`src/rtl/fetch_sequencer.sv`:
```
// Instruction fetch sequencer: PC, return-address stack and RUN/HALT control
// feeding one registered instruction per cycle to the execute stage.

`ifndef JMP
`define JMP  4'h1
`endif
`ifndef CALL
`define CALL 4'h2
`endif
`ifndef RET
`define RET  4'h3
`endif

module fetch_sequencer #(
    parameter int          STACK_DEPTH  = 4,
    parameter logic [15:0] RESET_VECTOR = 16'd0
) (
    input  logic        i_clk,
    input  logic        i_rst,
    output logic [15:0] oAddress,
    input  logic [27:0] iInstruction,
    input  logic        iStall,
    output logic [27:0] oInstruction,
    output logic        oInstrValid,
    output logic        oHalted,
    output logic [1:0]  oStackError
);

    localparam int SP_W  = $clog2(STACK_DEPTH) + 1;
    localparam int IDX_W = SP_W - 1;

    typedef enum logic {
        ST_RUN,
        ST_HALT
    } state_t;

    state_t            r_state, w_state_next;
    logic [15:0]       r_pc, w_pc_next;
    logic [SP_W-1:0]   r_sp, w_sp_next;
    logic [27:0]       r_instr, w_instr_next;
    logic              r_valid, w_valid_next;
    logic [1:0]        r_err, w_err_next;
    logic [15:0]       r_stack [STACK_DEPTH];

    logic              w_push;
    logic [3:0]        w_opcode;
    logic [15:0]       w_pc_inc;
    logic [15:0]       w_target;
    logic [15:0]       w_top;
    logic              w_full;
    logic              w_empty;
    logic [IDX_W-1:0]  w_push_idx;
    logic [IDX_W-1:0]  w_top_idx;

    assign w_opcode   = iInstruction[27:24];
    assign w_target   = {8'h00, iInstruction[23:16]};
    assign w_pc_inc   = r_pc + 16'd1;
    assign w_full     = (r_sp == SP_W'(STACK_DEPTH));
    assign w_empty    = (r_sp == '0);
    assign w_push_idx = r_sp[IDX_W-1:0];
    assign w_top_idx  = IDX_W'(r_sp - SP_W'(1));
    assign w_top      = r_stack[w_top_idx];

    // NOTE: every output of this block gets a default before any branch, so no latch is inferred.
    always_comb begin
        w_state_next = r_state;
        w_pc_next    = r_pc;
        w_sp_next    = r_sp;
        w_instr_next = r_instr;
        w_valid_next = 1'b0;
        w_err_next   = r_err;
        w_push       = 1'b0;

        if (r_state == ST_RUN && !iStall) begin
            case (w_opcode)
                `JMP: begin
                    w_pc_next = w_target;
                end
                `CALL: begin
                    if (w_full) begin
                        w_err_next[1] = 1'b1;
                        w_state_next  = ST_HALT;
                    end else begin
                        w_push    = 1'b1;
                        w_sp_next = r_sp + SP_W'(1);
                        w_pc_next = w_target;
                    end
                end
                `RET: begin
                    if (w_empty) begin
                        w_err_next[0] = 1'b1;
                        w_state_next  = ST_HALT;
                    end else begin
                        w_sp_next = r_sp - SP_W'(1);
                        w_pc_next = w_top;
                    end
                end
                default: begin
                    w_instr_next = iInstruction;
                    w_valid_next = 1'b1;
                    w_pc_next    = w_pc_inc;
                end
            endcase
        end
    end

    // NOTE: sequential state uses non-blocking assignments so all registers update from pre-edge values.
    always_ff @(posedge i_clk or posedge i_rst) begin
        if (i_rst) begin
            r_state <= ST_RUN;
            r_pc    <= RESET_VECTOR;
            r_sp    <= '0;
            r_instr <= 28'd0;
            r_valid <= 1'b0;
            r_err   <= 2'b00;
        end else begin
            r_state <= w_state_next;
            r_pc    <= w_pc_next;
            r_sp    <= w_sp_next;
            r_instr <= w_instr_next;
            r_valid <= w_valid_next;
            r_err   <= w_err_next;
        end
    end

    // NOTE: the stack array has no reset; the pointer alone defines which entries are live.
    always_ff @(posedge i_clk) begin
        if (w_push) begin
            r_stack[w_push_idx] <= w_pc_inc;
        end
    end

    assign oAddress     = r_pc;
    assign oInstruction = r_instr;
    assign oInstrValid  = r_valid;
    assign oHalted      = (r_state == ST_HALT);
    assign oStackError  = r_err;

endmodule

```
`config.mk`:
```
export PLATFORM = sky130hd
export DESIGN_NAME = fetch_sequencer
export DESIGN_NICKNAME = d
export VERILOG_FILES = /design/src/rtl/fetch_sequencer.sv
export SDC_FILE = /design/constraint.sdc
export NUM_CORES = 1
export LEC_CHECK = 0
export CORE_MARGIN = 1
export CORE_UTILIZATION = 50
export CTS_CLUSTER_SIZE = 30
export DETAILED_ROUTE_END_ITERATION = 12
export GPL_TIMING_DRIVEN = 0
export HOLD_SLACK_MARGIN = 0.1
export PLACE_DENSITY = 0.78
export SETUP_SLACK_MARGIN = 0.3
export SLEW_MARGIN = 20
export SYNTH_ARGS = -nofsm -noshare
export SYNTH_HDL_FRONTEND = slang
export SYNTH_SLANG_ARGS = --single-unit
```
`constraint.sdc`:
```
create_clock -name i_clk -period 4.5 [get_ports i_clk]
set_input_delay 0.9 -clock i_clk [delete_from_list [all_inputs] [get_ports i_clk]]
set_output_delay 0.9 -clock i_clk [all_outputs]
set_load 0.02 [all_outputs]
```
==> metrics.md, run 1 <==
| Metric | Value |
|---|---|
| Design area | 6460 µm² |
| Top FF cell, synth | edfxtp_1 |
| Critical Path AT | 3.61 ns |
| Die W | 101 µm |
| Ports | 79 |
| IO buf count | 76 |
| Fillers | 655 |
| RR Endpoint | r_stack[3][15]$_DFFE_PP_ |
| Routability cong. | 0.757 |
| Post-DP Area | 5850 µm² |
| Fin. max-slew vios | 0 |
| Maxcap violations | 0 |
| TritonCTS Sinks | 115 |
| Drt first-iter violations | 203 |
| Critical Path End Type | flop |
| Ant diodes | 0 |
| Cell family with most CP delay | simple AND/OR/NAND/NOR gates |
| Hold Vio Cnt, Final | 0 |
| Mapped Cells | 310 |
| Required time of the critical path | 4.62 ns |
| Fin crit share | 77.4% |
| Initial antenna violation count | 0 |
| Hold Crit Class | reg -> reg |
| Clk root buf | clkbuf_8 |
| Post-Syn Area per Cell | 15.9 µm² |
| CP max-delay cell | and2_1 |
| PwrDens | 685 nW/µm² |
| Wirelength, routed | 11,200 µm |
| Hold Path Sink | oStackError[1]$_DFFE_PP0P_ |
| Setup violations, final | 0 |
| Leakage | 0.00242 µW |
| Layout area overhead | 31.1% |
| Worst setup path class | in -> reg |
| Post-synth EDFFs | 64 |
| Min-Delay Startpoint | oStackError[1]$_DFFE_PP0P_ |
| Largest area contributor in the netlist | edfxtp_1 |
| CTS buffer count | 17 |
| Final nets | 442 |
| Post-synthesis sequential area ratio | 64.9% |
| Gr ovfl total | 0 |
| DR WL/cell | 20.4 µm |
| Hold depth | 1 |
| Seq cells post-synth | 115 |
| Crit path launch type | input pin |
| CP cell instances | clkdlybuf4s50_1, nor2_1, buf_2, nand2_1, a2111oi_0, and2_1 |
| Clk_skew | 0.00754 ns |
| R2R Path Start | r_sp[0]$_DFFE_PP0P_ |
| Cell with the most instances after synthesis | edfxtp_1 |
| Share of cells above drive strength 1 | 22.2% |
| Initial core utilization | 52.6% |
| Yosys cell types | 46 |
| Total GRT Usage | 23.5% |
| Syn. warnings | 0 |
| CORE AREA | 9370 µm² |
| Vias in the first global route | 3,278 |
| Peak supply drop | 414 µV |
| RSZ-0062 raised after global routing | no |
| Longest Clk Path Bufs | 2 |
| Ys async rst share | 44.3% |
| Post-CTS Hold Buffers | 0 |
| H-tree levels | 4 |
| CTS clk-pin slew, worst paths | 0.05 ns |
| Tmin final | 3.49 ns |
| CP Max Fanout | 16 |
| Rows | 35 |
| Synthesized area | 4920 µm² |
| First-pass DRT Iterations | 5 |
| Via Count | 3,157 |
| Post-route setup TNS | 0 ns |
| Skew-Pair Late Insertion Delay | 0.51 ns |
| CTS tree | built |
| Die Area | 10,300 µm² |
| DPL Wire Length | 7050 µm |
| Die Y | 101 µm |
| WP buf/inv | 2 |
| Residual DRC | 0 |
| Post-CTS setup buffers | 0 |
| FMAX | 287 MHz |
| Largest net degree at the start of global routing | 52 |
| Syn Nets | 347 |
| Max incr delay on CP | 0.90 ns |
| First-pass GRT wire length | 17,300 µm |
| Outcome | finished, final reports clean |
| Post-synth top area share | 39.0% |
| Worst-margin pin slew | 1.10 ns |
| Max_slew headroom | 25.9% |
| Post-synth top cells | edfxtp_1, dfrtp_1, mux2_2 |
| Area contributors post-synth | edfxtp_1, dfrtp_1, mux4_2, mux2_2, xnor2_1 |
| Reg2Reg Setup Slack | 1.06 ns |
| Final antenna-violating net count | 0 |
| R2R depth | 6 |
| Vias per std cell | 5.77 |
| PostCTS Resize Cnt | 0 |
[logic make-up after synthesis]
family | after synthesis | share of synthesized area, %
AOI/OAI and AO/OA | 48 | 7.27
xor gates and xnor gates | 19 | 3.38
adders and majority gates | 6 | 1.52
buffers and inverters | 28 | 2.72
DFF | 115 | 64.9
muxes | 46 | 14.1
and+or+nand+nor | 48 | 6.05
[sequential cells by signal, indices dropped and copies added, names as in the netlist]
signal / flops
r_sp: 3
oInstrValid: 1
r_stack: 64
oAddress: 16
oHalted: 1
oStackError: 2
oInstruction: 28
[worst max-delay path by stage]
stage | to | cells past startpoint | slack, ns | startpoint
after global routing | r_stack[3][13]$_DFFE_PP_ | 6 | 0.71 | r_sp[0]$_DFFE_PP0P_
after detailed placement | r_stack[3][6]$_DFFE_PP_ | 6 | 0.59 | iInstruction[27]
final | r_stack[3][15]$_DFFE_PP_ | 6 | 1.01 | iInstruction[27]
after global placement | r_stack[3][5]$_DFFE_PP_ | 6 | 0.71 | iInstruction[27]
after CTS | r_stack[2][7]$_DFFE_PP_ | 6 | 1.03 | r_sp[0]$_DFFE_PP0P_
after floorplan | r_stack[0][0]$_DFFE_PP_ | 5 | 1.79 | iInstruction[27]
[through the flow]
step	hold WS [ns]	worst slack (ns)	std cells	util (%)	power, µW
after global routing	0.503	0.710	547	68.9	4620
final	0.477	1.01	547	68.9	4420
after detailed placement	0.468	0.591	515	62.4	3100
after CTS	0.480	1.03	547	68.9	4440
after global placement	0.455	0.706	515	62.4	3060
after floorplan	0.543	1.79	310	-	2500
[placed cells by master (no fill, tap or decap), types with 9 or more instances in the layout]
cell	netlist	routed
a21oi_1	9	9
clkbuf_16	0	21
clkdlybuf4s50_1	0	76
dfrtp_1	51	51
edfxtp_1	64	64
inv_1	10	9
mux2_2	27	27
mux4_2	16	16
xnor2_1	10	10
xor2_1	9	9
[area by class of cell]
cell class | instances | area (µm²) | area share [%]
Sequential cell | 115 | 3200 | 49.5
Multi-Input combinational cell | 167 | 1590 | 24.7
Timing Repair Buffer | 76 | 761 | 11.8
Clock buffer | 26 | 574 | 8.90
Tap cell | 129 | 161 | 2.50
Buffer | 17 | 92.6 | 1.43
Inverter | 11 | 43.8 | 0.678
Clock inverter | 6 | 32.5 | 0.504
[where the power goes]
part           internal (µW)  switching, µW  leakage, µW
combinational            738            771     0.000922
clock                    867            453     0.000302
sequential              1400            195      0.00120
[layer usage]
layer,track usage (%),vias up,routed length [µm]
met5,0,-,0
met4,10.3,0,215
met3,7.11,24,590
met2,36.7,122,5700
met1,30.8,1610,4660
li1,-,1401,-
Note: power is estimated with default switching activity, not from simulation.
==> inputs of run 2 (changes only) <==
==> constraint.sdc (replaced) <==
create_clock -name i_clk -period 3.62 [get_ports i_clk]
set_input_delay 0.724 -clock i_clk [delete_from_list [all_inputs] [get_ports i_clk]]
set_output_delay 0.724 -clock i_clk [all_outputs]
set_load 0.02 [all_outputs]
==> metrics.md, run 2 (synthesis results as in run 1) <==
| Metric | Value |
|---|---|
| Maxcap violations | 0 (unchanged) |
| Via Count | 3,132 (was 3,157) |
| Largest net degree at the start of global routing | 52 (unchanged) |
| Hold Vio Cnt, Final | 0 (unchanged) |
| Initial core utilization | 52.6% (unchanged) |
| Setup violations, final | 0 (unchanged) |
| CP cell instances | buf_4, buf_4, inv_1, ha_1, a2111oi_1, and2_2 (was clkdlybuf4s50_1, nor2_1, buf_2, nand2_1, a2111oi_0, and2_1) |
| Gr ovfl total | 0 (unchanged) |
| Vias per std cell | 5.73 (was 5.77) |
| Max FFs per register | 64 (unchanged) |
| Most used cell, CP | buf_4 |
| Peak supply drop | 509 µV (was 414 µV) |
| FMAX | 327 MHz |
| Clk root buf | clkbuf_8 (unchanged) |
| CTS buffer count | 17 (unchanged) |
| Routability cong. | 0.757 (unchanged) |
| Critical Path End Type | flop (unchanged) |
| Longest Clk Path Bufs | 2 (unchanged) |
| CTS clk-pin slew, worst paths | 0.05 ns (about the same) |
| Overall power | 5500 µW (was 4420 µW) |
| CP max-delay cell | a2111oi_1 (was and2_1) |
| Ant diodes | 0 (unchanged) |
| Die W | 101 µm (unchanged) |
| Final nets | 442 (unchanged) |
| Wirelength, routed | 11,200 µm (about the same) |
| Initial antenna violation count | 0 (unchanged) |
| Fin crit share | 84.6% |
| Most frequent cells in the layout | clkdlybuf4s50_1, edfxtp_1, dfrtp_1 (unchanged) |
| First-pass GRT wire length | 17,300 µm (about the same) |
| RSZ-0062 raised after global routing | no (unchanged) |
| Fin. max-slew vios | 0 (unchanged) |
| Tmin final | 3.06 ns |
| CTS tree | built (unchanged) |
| CP Max Fanout | 16 (unchanged) |
| Share of cells above drive strength 1 | 23.4% (was 22.2%) |
| Critical Path AT | 3.20 ns (was 3.61 ns) |
| Reg2Reg Setup Slack | 0.56 ns (was 1.06 ns) |
| Most common cell after layout, fill and taps aside | clkdlybuf4s50_1 (unchanged) |
| Cell family with most CP delay | compound AO/OA/AOI/OAI gates (was simple AND/OR/NAND/NOR gates) |
| Grt met2 use | 36.8% (was 36.7%) |
| PnR worst setup slack | 0.557 ns (was 1.01 ns) |
| Rows | 35 (unchanged) |
| Worst-margin pin slew | 1.10 ns (about the same) |
| Required time of the critical path | 3.76 ns (was 4.62 ns) |
| Layout Cells excl Fill | 547 (unchanged) |
| Skew-Pair Late Insertion Delay | 0.51 ns (about the same) |
| Total GRT Usage | 23.5% (about the same) |
| Placed instance count | 515 (unchanged) |
| WP buf/inv | 3 (was 2) |
| Max incr delay on CP | 0.71 ns (was 0.90 ns) |
| GR Util met3 | 6.21% (was 7.11%) |
| Crit path launch type | flop (was input pin) |
| First-pass DRT Iterations | 5 (unchanged) |
| Ports | 79 (unchanged) |
| Outcome | finished, final reports clean (unchanged) |
| IO buf count | 76 (unchanged) |
| DP Worst Slack | -0.113 ns (was 0.591 ns) |
| Vias in the first global route | 3,263 (was 3,278) |
| H-tree levels | 4 (unchanged) |
| Die Y | 101 µm (unchanged) |
| Leakage | 0.00243 µW (was 0.00242 µW) |
| Gr busiest metal | met2 (unchanged) |
| Max_slew headroom | 26.2% (was 25.9%) |
| Final antenna-violating net count | 0 (unchanged) |
| Layout area overhead | 31.3% (was 31.1%) |
| Die Area | 10,300 µm² (unchanged) |
| Residual DRC | 0 (unchanged) |
| Clk_skew | 0.00764 ns (was 0.00754 ns) |
| PwrDens | 851 nW/µm² (was 685 nW/µm²) |
| M1 GR Usage | 30.9% (was 30.8%) |
| DR WL/cell | 20.5 µm (was 20.4 µm) |
| Drt first-iter violations | 239 (was 203) |
| Hold Crit Class | reg -> reg (unchanged) |
| DPL Wire Length | 7050 µm (unchanged) |
| Worst setup path class | reg -> reg (was in -> reg) |
| Biggest register | r_stack (unchanged) |
| TritonCTS Sinks | 115 (unchanged) |
| CORE AREA | 9370 µm² (unchanged) |
==> run 2: cell counts in the layout (fill, tap and decap cells not counted) <==
Identical to the previous run, type by type.
==> run 2: layout make-up <==
type                       count  area (µm²)
sequential                   115        3200
fill                         654        2910
multi-input combinational    167        1600
timing repair buffer          76         761
clock buffer                  26         574
tap                          129         161
buffer                        17        93.8
inverter                      11        43.8
clock inverter                 6        32.5
==> run 2: path summary, 6_finish.rpt <==
| path | start | endpoint | depth (start not counted) |
|---|---|---|---|
| min | oStackError[1]$_DFFE_PP0P_ | oStackError[1]$_DFFE_PP0P_ | 1 |
| max reg2reg | r_sp[0]$_DFFE_PP0P_ | r_stack[3][15]$_DFFE_PP_ | 6 |
| min reg2reg | oStackError[1]$_DFFE_PP0P_ | oStackError[1]$_DFFE_PP0P_ | 1 |
| max in group asynchronous | i_rst | oAddress[14]$_DFFE_PP0P_ | 2 |
| min in group asynchronous | i_rst | oInstruction[13]$_DFFE_PP0P_ | 2 |
| max | r_sp[0]$_DFFE_PP0P_ | r_stack[3][15]$_DFFE_PP_ | 6 |
==> run 2: what timing repair did <==
| item | CTS | global route |
|---|---|---|
| endpoints found under the setup margin | 64 | 68 |
| buffers inserted | 0 | 0 |
| hold buffers | 0 | 0 |
| gates cloned | 0 | 0 |
| gates resized for setup | 4 | 3 |
==> run 2: layer usage <==
layer	wire length, µm	part of all wire, %	vias up
met5	0	0	-
met3	593	5.3	16
met1	4680	42	1598
li1	-	-	1397
met2	5750	51	121
met4	160	1.4	0
==> run 2: metrics by stage <==
stage | TNS (ns) | instance area, µm² | hold slack, ns | utilization, %
after detailed placement | -5.51 | 5850 | 0.468 | 62.4
after global routing | 0 | 6460 | 0.503 | 69.0
after floorplan | 0 | 4920 | 0.543 | -
after global placement | 0 | 5850 | 0.455 | 62.4
after CTS | 0 | 6460 | 0.480 | 68.9
final | 0 | 6460 | 0.480 | 69.0
==> run 2: power breakdown <==
group          internal, µW  total [µW]  switching, µW
Combinational           919        1880            965
Sequential             1740        1980            244
Clock                  1080        1640            561
==> inputs of run 3 (changes only) <==
==> constraint.sdc (replaced) <==
create_clock -name i_clk -period 3.2 [get_ports i_clk]
set_input_delay 0.64 -clock i_clk [delete_from_list [all_inputs] [get_ports i_clk]]
set_output_delay 0.64 -clock i_clk [all_outputs]
set_load 0.02 [all_outputs]
==> metrics.md, run 3 (synthesis results as in run 1) <==
| Metric | Value |
|---|---|
| Most common cell after layout, fill and taps aside | clkdlybuf4s50_1 (unchanged) |
| Util after Layout | 69.1% (was 69.0%) |
| Pint | 4230 µW (was 3730 µW) |
| Required time of the critical path | 3.34 ns (was 3.76 ns) |
| Fin crit share | 87.3% (was 84.6%) |
| Ports | 79 (unchanged) |
| Clk root buf | clkbuf_8 (unchanged) |
| CP Max Fanout | 16 (unchanged) |
| Post-route setup TNS | 0 ns (unchanged) |
| Layout area overhead | 31.5% (was 31.3%) |
| Fillers | 651 (was 654) |
| Vias in the first global route | 3,258 (was 3,263) |
| Vias per std cell | 5.74 (was 5.73) |
| DR WL/cell | 20.5 µm (about the same) |
| Wirelength, routed | 11,200 µm (about the same) |
| PwrDens | 963 nW/µm² (was 851 nW/µm²) |
| CTS clk-pin slew, worst paths | 0.05 ns (about the same) |
| Biggest register | r_stack (unchanged) |
| Die W | 101 µm (unchanged) |
| First-pass GRT wire length | 17,300 µm (about the same) |
| Max_slew headroom | 25.1% (was 26.2%) |
| Rows | 35 (unchanged) |
| Ant diodes | 0 (unchanged) |
| Leakage | 0.00243 µW (about the same) |
| Clock Power Share | 29.7% (was 29.8%) |
| Residual DRC | 0 (unchanged) |
| Layout Cells excl Fill | 547 (unchanged) |
| Switching power total | 2010 µW (was 1770 µW) |
| Worst setup path class | reg -> reg (unchanged) |
| IO buf count | 76 (unchanged) |
| Maxcap violations | 0 (unchanged) |
| Hold slack | 0.482 ns (was 0.480 ns) |
| Tmin final | 2.79 ns (was 3.06 ns) |
| Setup violations, final | 0 (unchanged) |
| Share of cells above drive strength 1 | 23.7% (was 23.4%) |
| First-pass DRT Iterations | 5 (unchanged) |
| Largest net degree at the start of global routing | 52 (unchanged) |
| CORE AREA | 9370 µm² (unchanged) |
| Crit path launch type | flop (unchanged) |
| Routability cong. | 0.757 (unchanged) |
| DPL Wire Length | 7050 µm (unchanged) |
| CTS buffer count | 17 (unchanged) |
| Critical Path AT | 2.94 ns (was 3.20 ns) |
| Hold Crit Class | reg -> reg (unchanged) |
| Most frequent cells in the layout | clkdlybuf4s50_1, edfxtp_1, dfrtp_1 (unchanged) |
| Critical Path End Type | flop (unchanged) |
| FMAX | 358 MHz (was 327 MHz) |
| Switching share of power | 32.1% (was 32.2%) |
| Post-CTS Hold Buffers | 0 (unchanged) |
| Peak supply drop | 573 µV (was 509 µV) |
| Combinational share of power | 34.4% (was 34.2%) |
| CTS tree | built (unchanged) |
| Skew-Pair Late Insertion Delay | 0.51 ns (about the same) |
| Hold Vio Cnt, Final | 0 (unchanged) |
| Gr ovfl total | 0 (unchanged) |
| RSZ-0062 raised after global routing | yes (was no) |
| Die Y | 101 µm (unchanged) |
| Register share of total power | 35.9% (was 36.0%) |
| Max FFs per register | 64 (unchanged) |
| Fin. max-slew vios | 0 (unchanged) |
| Final antenna-violating net count | 0 (unchanged) |
| Total GRT Usage | 23.5% (about the same) |
| Final nets | 442 (unchanged) |
| Worst-margin pin slew | 1.11 ns (was 1.10 ns) |
| Outcome | finished, final reports clean (unchanged) |
| Reg2Reg Setup Slack | 0.41 ns (was 0.56 ns) |
| Via Count | 3,142 (was 3,132) |
| Drt first-iter violations | 194 (was 239) |
| Initial antenna violation count | 0 (unchanged) |
| Placed instance count | 515 (unchanged) |
| Post-CTS setup buffers | 0 (unchanged) |
| Initial core utilization | 52.6% (unchanged) |
| H-tree levels | 4 (unchanged) |
| TritonCTS Sinks | 115 (unchanged) |
| Longest Clk Path Bufs | 2 (unchanged) |
| Clk_skew | 0.00821 ns (was 0.00764 ns) |
| Die Area | 10,300 µm² (unchanged) |
-- run 3: changes by cell type in the layout (fill, tap and decap cells not counted), sizes merged --
cell / before / now
buf: 11 / 12
clkbuf: 32 / 31
-- run 3: layout make-up --
cell class	instances	area, µm²	area share [%]
clock buffers	26	574	8.87
multi-input cells	167	1610	24.8
repair buffers	76	761	11.7
clock inverters	6	32.5	0.502
inverters	11	43.8	0.676
flip-flops and latches	115	3200	49.4
well taps	129	161	2.49
plain buffers	17	100	1.55
-- run 3: worst paths after layout --
kind,cells after the start,endpoint,startpoint
setup / recovery,6,r_stack[1][14]$_DFFE_PP_,r_sp[0]$_DFFE_PP0P_
hold / removal,1,oStackError[1]$_DFFE_PP0P_,oStackError[1]$_DFFE_PP0P_
setup reg to reg,6,r_stack[1][14]$_DFFE_PP_,r_sp[0]$_DFFE_PP0P_
hold reg to reg,1,oStackError[1]$_DFFE_PP0P_,oStackError[1]$_DFFE_PP0P_
max in group asynchronous,2,oAddress[14]$_DFFE_PP0P_,i_rst
min in group asynchronous,2,oInstruction[13]$_DFFE_PP0P_,i_rst
-- run 3: what timing repair did --
item,CTS,global route
hold endpoints to repair,0,0
endpoints found under the setup margin,73,68
pin swaps,0,0
resized for setup,7,5
-- run 3: power by group through the flow --
stage               logic (µW)  registers, µW  clock network (µW)
global route              2300           2270                1940
global placement          2060           2240                   0
floorplan                 1010           2510                   0
detailed placement        2110           2260                   0
finish                    2140           2240                1860
CTS                       2140           2240                1870
-- run 3: worst max-delay path: stages (launching register included) --
cell       delay [ns]
dfrtp_1          0.39
buf_4            0.24
buf_6            0.23
inv_1            0.13
ha_1             0.31
a2111oi_2        0.57
and2_2           0.56
-- run 3: metrics by stage --
stage	power, µW	area (µm²)	worst slack [ns]
2_1_floorplan	3520	4920	0.596
3_3_place_gp	4300	5850	-0.334
3_5_place_dp	4370	5850	-0.449
4_1_cts	6250	6470	0.164
5_1_grt	6510	6480	0.250
6_report	6240	6480	0.406
-- run 3: per-layer routing --
layer | track usage, % | wire [µm]
met3 | 6.21 | 561
met4 | 10.6 | 215
met5 | 0 | 0
met1 | 31.0 | 4720
met2 | 36.8 | 5710
